File: config.mk
export PLATFORM = sky130hd
export DESIGN_NAME = muxer_rr
export DESIGN_NICKNAME = d
export VERILOG_FILES = /design/src/rtl/muxer_pkg.sv /design/src/rtl/muxer_rr_arbiter.sv /design/src/rtl/muxer_rr.sv
export SDC_FILE = /design/constraint.sdc
export NUM_CORES = 1
export LEC_CHECK = 0
export CAP_MARGIN = 20
export CORE_MARGIN = 5
export CORE_UTILIZATION = 25
export CTS_BUF_LIST = sky130_fd_sc_hd__clkbuf_16
export CTS_CLUSTER_DIAMETER = 80
export DETAILED_ROUTE_END_ITERATION = 10
export GPL_TIMING_DRIVEN = 0
export PLACE_DENSITY = 0.59
export SYNTH_ARGS = -nofsm -noshare
export SYNTH_HDL_FRONTEND = slang
export SYNTH_SLANG_ARGS = --single-unit
File: constraint.sdc
create_clock -name clk -period 4 [get_ports clk]
set_clock_uncertainty 0.2 [all_clocks]
set_input_delay 0.8 -clock clk [delete_from_list [all_inputs] [get_ports clk]]
set_output_delay 0.8 -clock clk [all_outputs]
set_load 0.01 [all_outputs]
File: src/rtl/muxer_pkg.sv
// Shared types and constants for the muxer_rr N-channel registered multiplexer.
package muxer_pkg;

  typedef enum logic {
    MODE_MANUAL = 1'b0,
    MODE_RR     = 1'b1
  } mux_mode_t;

  localparam int CNT_W = 16;

endpackage : muxer_pkg

File: src/rtl/muxer_rr_arbiter.sv
// Combinational rotate-priority encoder: first requester at or after ptr (mod N_CH) wins.
module rr_arbiter #(
  parameter int N_CH  = 8,
  parameter int SEL_W = $clog2(N_CH)
) (
  input  logic [N_CH-1:0]  req,
  input  logic [SEL_W-1:0] ptr,
  output logic             gnt_vld,
  output logic [SEL_W-1:0] gnt_idx
);

  int               idx_int;
  logic [SEL_W-1:0] idx;

  // Walk offsets from farthest to nearest so the nearest requester overwrites last.
  always_comb begin
    gnt_vld = 1'b0;
    gnt_idx = '0;
    idx_int = 0;
    idx     = '0;
    for (int k = N_CH - 1; k >= 0; k--) begin
      idx_int = (int'(ptr) + k) % N_CH;
      idx     = SEL_W'(idx_int);
      if (req[idx]) begin
        gnt_vld = 1'b1;
        gnt_idx = idx;
      end
    end
  end

endmodule : rr_arbiter

File: src/rtl/muxer_rr.sv
// N-channel registered mux with valid/ready handshakes, manual or round-robin selection.
// Optional transfer counter enabled by defining MUXER_RR_CNT_EN.
module muxer_rr
  import muxer_pkg::*;
#(
  parameter int N_CH  = 8,
  parameter int W     = 1,
  parameter int SEL_W = $clog2(N_CH)
) (
  input  logic              clk,
  input  logic              rst_n,
  input  logic [N_CH*W-1:0] in_data,
  input  logic [N_CH-1:0]   in_valid,
  output logic [N_CH-1:0]   in_ready,
  input  logic              mode,
  input  logic [SEL_W-1:0]  sel,
  output logic [W-1:0]      out_data,
  output logic [SEL_W-1:0]  out_ch,
  output logic              out_valid,
  input  logic              out_ready
`ifdef MUXER_RR_CNT_EN
  ,
  input  logic              cnt_clr,
  output logic [CNT_W-1:0]  xfer_cnt
`endif
);

  mux_mode_t        mode_e;
  logic [W-1:0]     ch_data [N_CH];

  logic             load_ok;
  logic             sel_in_range;
  logic             man_vld;
  logic             rr_vld;
  logic [SEL_W-1:0] rr_idx;
  logic             gnt_vld;
  logic [SEL_W-1:0] gnt_idx;
  logic             xfer;
  logic [N_CH-1:0]  in_ready_c;

  logic [W-1:0]     out_data_d,  out_data_q;
  logic [SEL_W-1:0] out_ch_d,    out_ch_q;
  logic             out_valid_d, out_valid_q;
  logic [SEL_W-1:0] rr_ptr_d,    rr_ptr_q;

  assign mode_e = mux_mode_t'(mode);

  for (genvar i = 0; i < N_CH; i++) begin : g_unpack
    assign ch_data[i] = in_data[i*W +: W];
  end

  rr_arbiter #(
    .N_CH  (N_CH),
    .SEL_W (SEL_W)
  ) u_arb (
    .req     (in_valid),
    .ptr     (rr_ptr_q),
    .gnt_vld (rr_vld),
    .gnt_idx (rr_idx)
  );

  // Grant selection: manual select is honoured only when it names a real, valid channel.
  always_comb begin
    load_ok      = !out_valid_q || out_ready;
    sel_in_range = (int'(sel) < N_CH);
    man_vld      = sel_in_range && in_valid[sel];
    gnt_vld      = 1'b0;
    gnt_idx      = '0;
    if (mode_e == MODE_RR) begin
      gnt_vld = rr_vld;
      gnt_idx = rr_idx;
    end else begin
      gnt_vld = man_vld;
      gnt_idx = sel;
    end
    xfer       = gnt_vld && load_ok;
    in_ready_c = '0;
    if (gnt_vld) begin
      in_ready_c[gnt_idx] = load_ok;
    end
  end

  assign in_ready = in_ready_c;

  // Output register and pointer next-state.
  always_comb begin
    out_data_d  = out_data_q;
    out_ch_d    = out_ch_q;
    out_valid_d = out_valid_q;
    rr_ptr_d    = rr_ptr_q;
    if (xfer) begin
      out_data_d  = ch_data[gnt_idx];
      out_ch_d    = gnt_idx;
      out_valid_d = 1'b1;
      if (mode_e == MODE_RR) begin
        rr_ptr_d = (gnt_idx == SEL_W'(N_CH - 1)) ? '0 : gnt_idx + SEL_W'(1);
      end
    end else if (out_valid_q && out_ready) begin
      out_valid_d = 1'b0;
    end
  end

  always_ff @(posedge clk or negedge rst_n) begin
    if (!rst_n) begin
      out_data_q  <= '0;
      out_ch_q    <= '0;
      out_valid_q <= 1'b0;
      rr_ptr_q    <= '0;
    end else begin
      out_data_q  <= out_data_d;
      out_ch_q    <= out_ch_d;
      out_valid_q <= out_valid_d;
      rr_ptr_q    <= rr_ptr_d;
    end
  end

  assign out_data  = out_data_q;
  assign out_ch    = out_ch_q;
  assign out_valid = out_valid_q;

`ifdef MUXER_RR_CNT_EN
  logic [CNT_W-1:0] xfer_cnt_d, xfer_cnt_q;

  function automatic logic [CNT_W-1:0] sat_inc(input logic [CNT_W-1:0] v);
    return (v == {CNT_W{1'b1}}) ? v : v + CNT_W'(1);
  endfunction

  // Clear wins over a coincident output transfer.
  always_comb begin
    xfer_cnt_d = xfer_cnt_q;
    if (cnt_clr) begin
      xfer_cnt_d = '0;
    end else if (out_valid_q && out_ready) begin
      xfer_cnt_d = sat_inc(xfer_cnt_q);
    end
  end

  always_ff @(posedge clk or negedge rst_n) begin
    if (!rst_n) begin
      xfer_cnt_q <= '0;
    end else begin
      xfer_cnt_q <= xfer_cnt_d;
    end
  end

  assign xfer_cnt = xfer_cnt_q;
`endif

endmodule : muxer_rr

==> out/qor.yml <==
sta:
  fin_ws_ns: -0.2030
  fin_crit_ns: 4.203
  rsz0062_at_grt: "yes"
  final_max_slew_viol_count: 0
  fin_crit_sh: 1.051
  hold_viol: 0
  worst_pin_slew_ns: 0.4842
  finalSetupViolCount: 8
  whs_ns: 0.2809
  fmax_mhz: 237.9
  maxSlewHeadroom: 0.6772
routing:
  ant_nets: 0
  num_vias: 1539
  drt_iter0_drc: 77
  first_pass_iters: 4
  drc: 0
  wirelength_microns: 4717
  viasPerCell: 5.113
  wl_per_cell_microns: 15.67
setup_path:
  critPathMaxFanout: 5
  critical_path_arrival_ns: 3.20
  crit_required_ns: 3.00
  cp-start-kind: "input pin"
  rr_worst_depth: 15
  crit_path_end_kind: "output pin"
  critPathKind: "input pin to output pin"
pwr:
  power_mw: 2.429
  p_leak_nw: 0.9396
  peakVddDrop_v: 0.0004270
  p_per_area_mw_per_mm2: 1079
cts:
  cts_root_buffer: "clkbuf_16"
  clock_latency_ns: 0.23
  cts_tree: "built"
  cts_buffers: 3
  cts.reportedPaths.clkPinSlew_ns: 0.04
  cts_buffer_depth: 2
  htreeDepth: 1
  clock-sinks: 8
  cts_hold_buf: 0
yosys:
  async_flop_share: 1.000
  synth_area_sq_mm: 0.001334
  syn_area_per_cell_sq_um: 8.084
  synth_cells: 165
  yosys_most_used_dff: "dfrtp_1"
  synth.distinct_cells: 44
  seq_area_frac_synth: 0.1501
  yosys_warnings: 0
  synth_edf_count: 0
  synth_seq_cells: 8
  syn-num-nets: 190
layout:
  nets: 258
  fin_util: 0.4379
  layout-drive-gt1-share: 0.4329
  synthToLayoutAreaGrowth_pct: 68.76
  final_area_sq_mm: 0.002251
  num_antenna_cells: 0
  final-instance-count-excl-fill: 301
flow_run:
  cap_violations: 0
grt:
  grt_max_degree: 11
  grt_first_pass_wirelength_microns: 7714
  grt_use_met1: 0.1708
  track_usage: 0.1351
  grt_pass1_vias: 1538
  grt-busiest-layer: "met2"
  antenna_found_initial: 0
  gr-usage-met3: 0.02574
  grt_use_met2: 0.2274
  globalRouteOverflowTotal: 0
floorplan:
  dieHeight_microns: 83.04
  die_area_sq_mm: 0.006896
  placement_rows: 26
  start_util: 0.2595
  die-width_microns: 83.04
  coreArea_sq_mm: 0.005140
  pin_count: 36
placed_design:
  dp_hpwl_microns: 3167
  gp_congestion: 0.8294
  postPlaceCellArea_sq_mm: 0.001824
  dpl.cell_count: 270
  place.port_buffers: 35
worst_hold_path:
  min_path_type: "flop to flop"
  holdPathStages: 2
status:
  outcome: "finished, violations left"
  failed_checks: "negative setup slack"
[logic make-up after synthesis]
logic type	Yosys count	share of synthesized area
muxes	25	0.2796
AOI/OAI and AO/OA	39	0.2101
xor gates and xnor gates	7	0.05160
and+or+nand+nor	69	0.2383
adders and majority gates	2	0.01876
buffers and inverters	15	0.05160
DFF	8	0.1501
[worst max-delay path: stages]
cell and delay, ns:
buf_2 0.13, mux4_2 0.51, and2_4 0.19, o311ai_2 0.24
a31oi_1 0.14, o311ai_2 0.32, o211ai_1 0.16, a2bb2oi_2 0.19
nand2b_4 0.18, nor3b_2 0.18, buf_2 0.15
[per-layer routing]
metal  up-vias  wire (microns)
met5         -               0
met4         0              55
met3         7             210
met2        44            2484
met1       739            1967
li1        749               -
[per-stage QoR]
step | setup TNS [ns] | setup WS, ns
finish | -1.242 | -0.2030
global route | -2.316 | -0.3049
CTS | -1.581 | -0.2666
detailed placement | -9.924 | -1.254
global placement | -9.696 | -1.239
floorplan | 0 | 0.03176
[what timing repair did]
action / in CTS / in global routing
buffers inserted: 24 / 8
pin swaps: 17 / 17
gates resized for setup: 98 / 15
setup endpoints to repair: 8 / 8
[worst paths after layout]
| check | slack (ns) | endpoint | start |
|---|---|---|---|
| worst min-delay path | 0.28 | out_ch[1] | out_ch[1] |
| worst max register to register | 0.42 | out_data | rr_ptr_q[0] |
| max in group asynchronous | 2.70 | rr_ptr_q[0] | rst_n |
| min in group asynchronous | 0.64 | out_ch[0] | rst_n |
| worst min register to register | 0.28 | out_ch[1] | out_ch[1] |
| worst max-delay path | -0.20 | in_ready[4] | in_valid[0] |
[Yosys cell counts, drive strengths merged (3+ instances only)]
library cell / instances / share of area
buf: 5 / 0.023
mux2i: 8 / 0.060
mux4: 9 / 0.15
o311ai: 4 / 0.026
a21oi: 8 / 0.030
o211ai: 4 / 0.026
nand2: 25 / 0.070
nor2: 23 / 0.065
clkbuf: 3 / 0.0084
and2: 3 / 0.014
mux2: 8 / 0.068
xnor2: 5 / 0.038
nand2b: 4 / 0.024
nand3: 3 / 0.011
o21ai: 10 / 0.038
inv: 7 / 0.020
dfrtp: 8 / 0.15
[registers in the layout, indices dropped and copies added (netlist names)]
signal	count
out_ch	3
rr_ptr_q	3
out_data	1
out_valid	1
[cell usage in the layout (no fill, tap or decap), drive strengths merged, types with 5 or more instances in the layout]
cell type       n
a21oi           8
buf            49
clkbuf          6
clkdlybuf4s50  19
dfrtp           8
inv             7
mux2            8
mux2i           8
mux4            9
nand2          25
nor2           23
o21ai          10
xnor2           5
[where the power goes]
part	total [mW]	switching (mW)	internal, mW
logic	2.12	1.04	1.08
clock network	0.167	0.0383	0.129
registers	0.143	0.0254	0.118
[cell type report]
| class | count | area (sq um) |
|---|---|---|
| inverters | 7 | 33.78 |
| well taps | 70 | 87.58 |
| clock buffers | 3 | 75.07 |
| plain buffers | 6 | 60.06 |
| flip-flops and latches | 8 | 200.2 |
| repair buffers | 65 | 534.3 |
| fillers | 518 | 2889 |
| multi-input cells | 142 | 1260 |
Note: power is estimated with default switching activity, not from simulation.
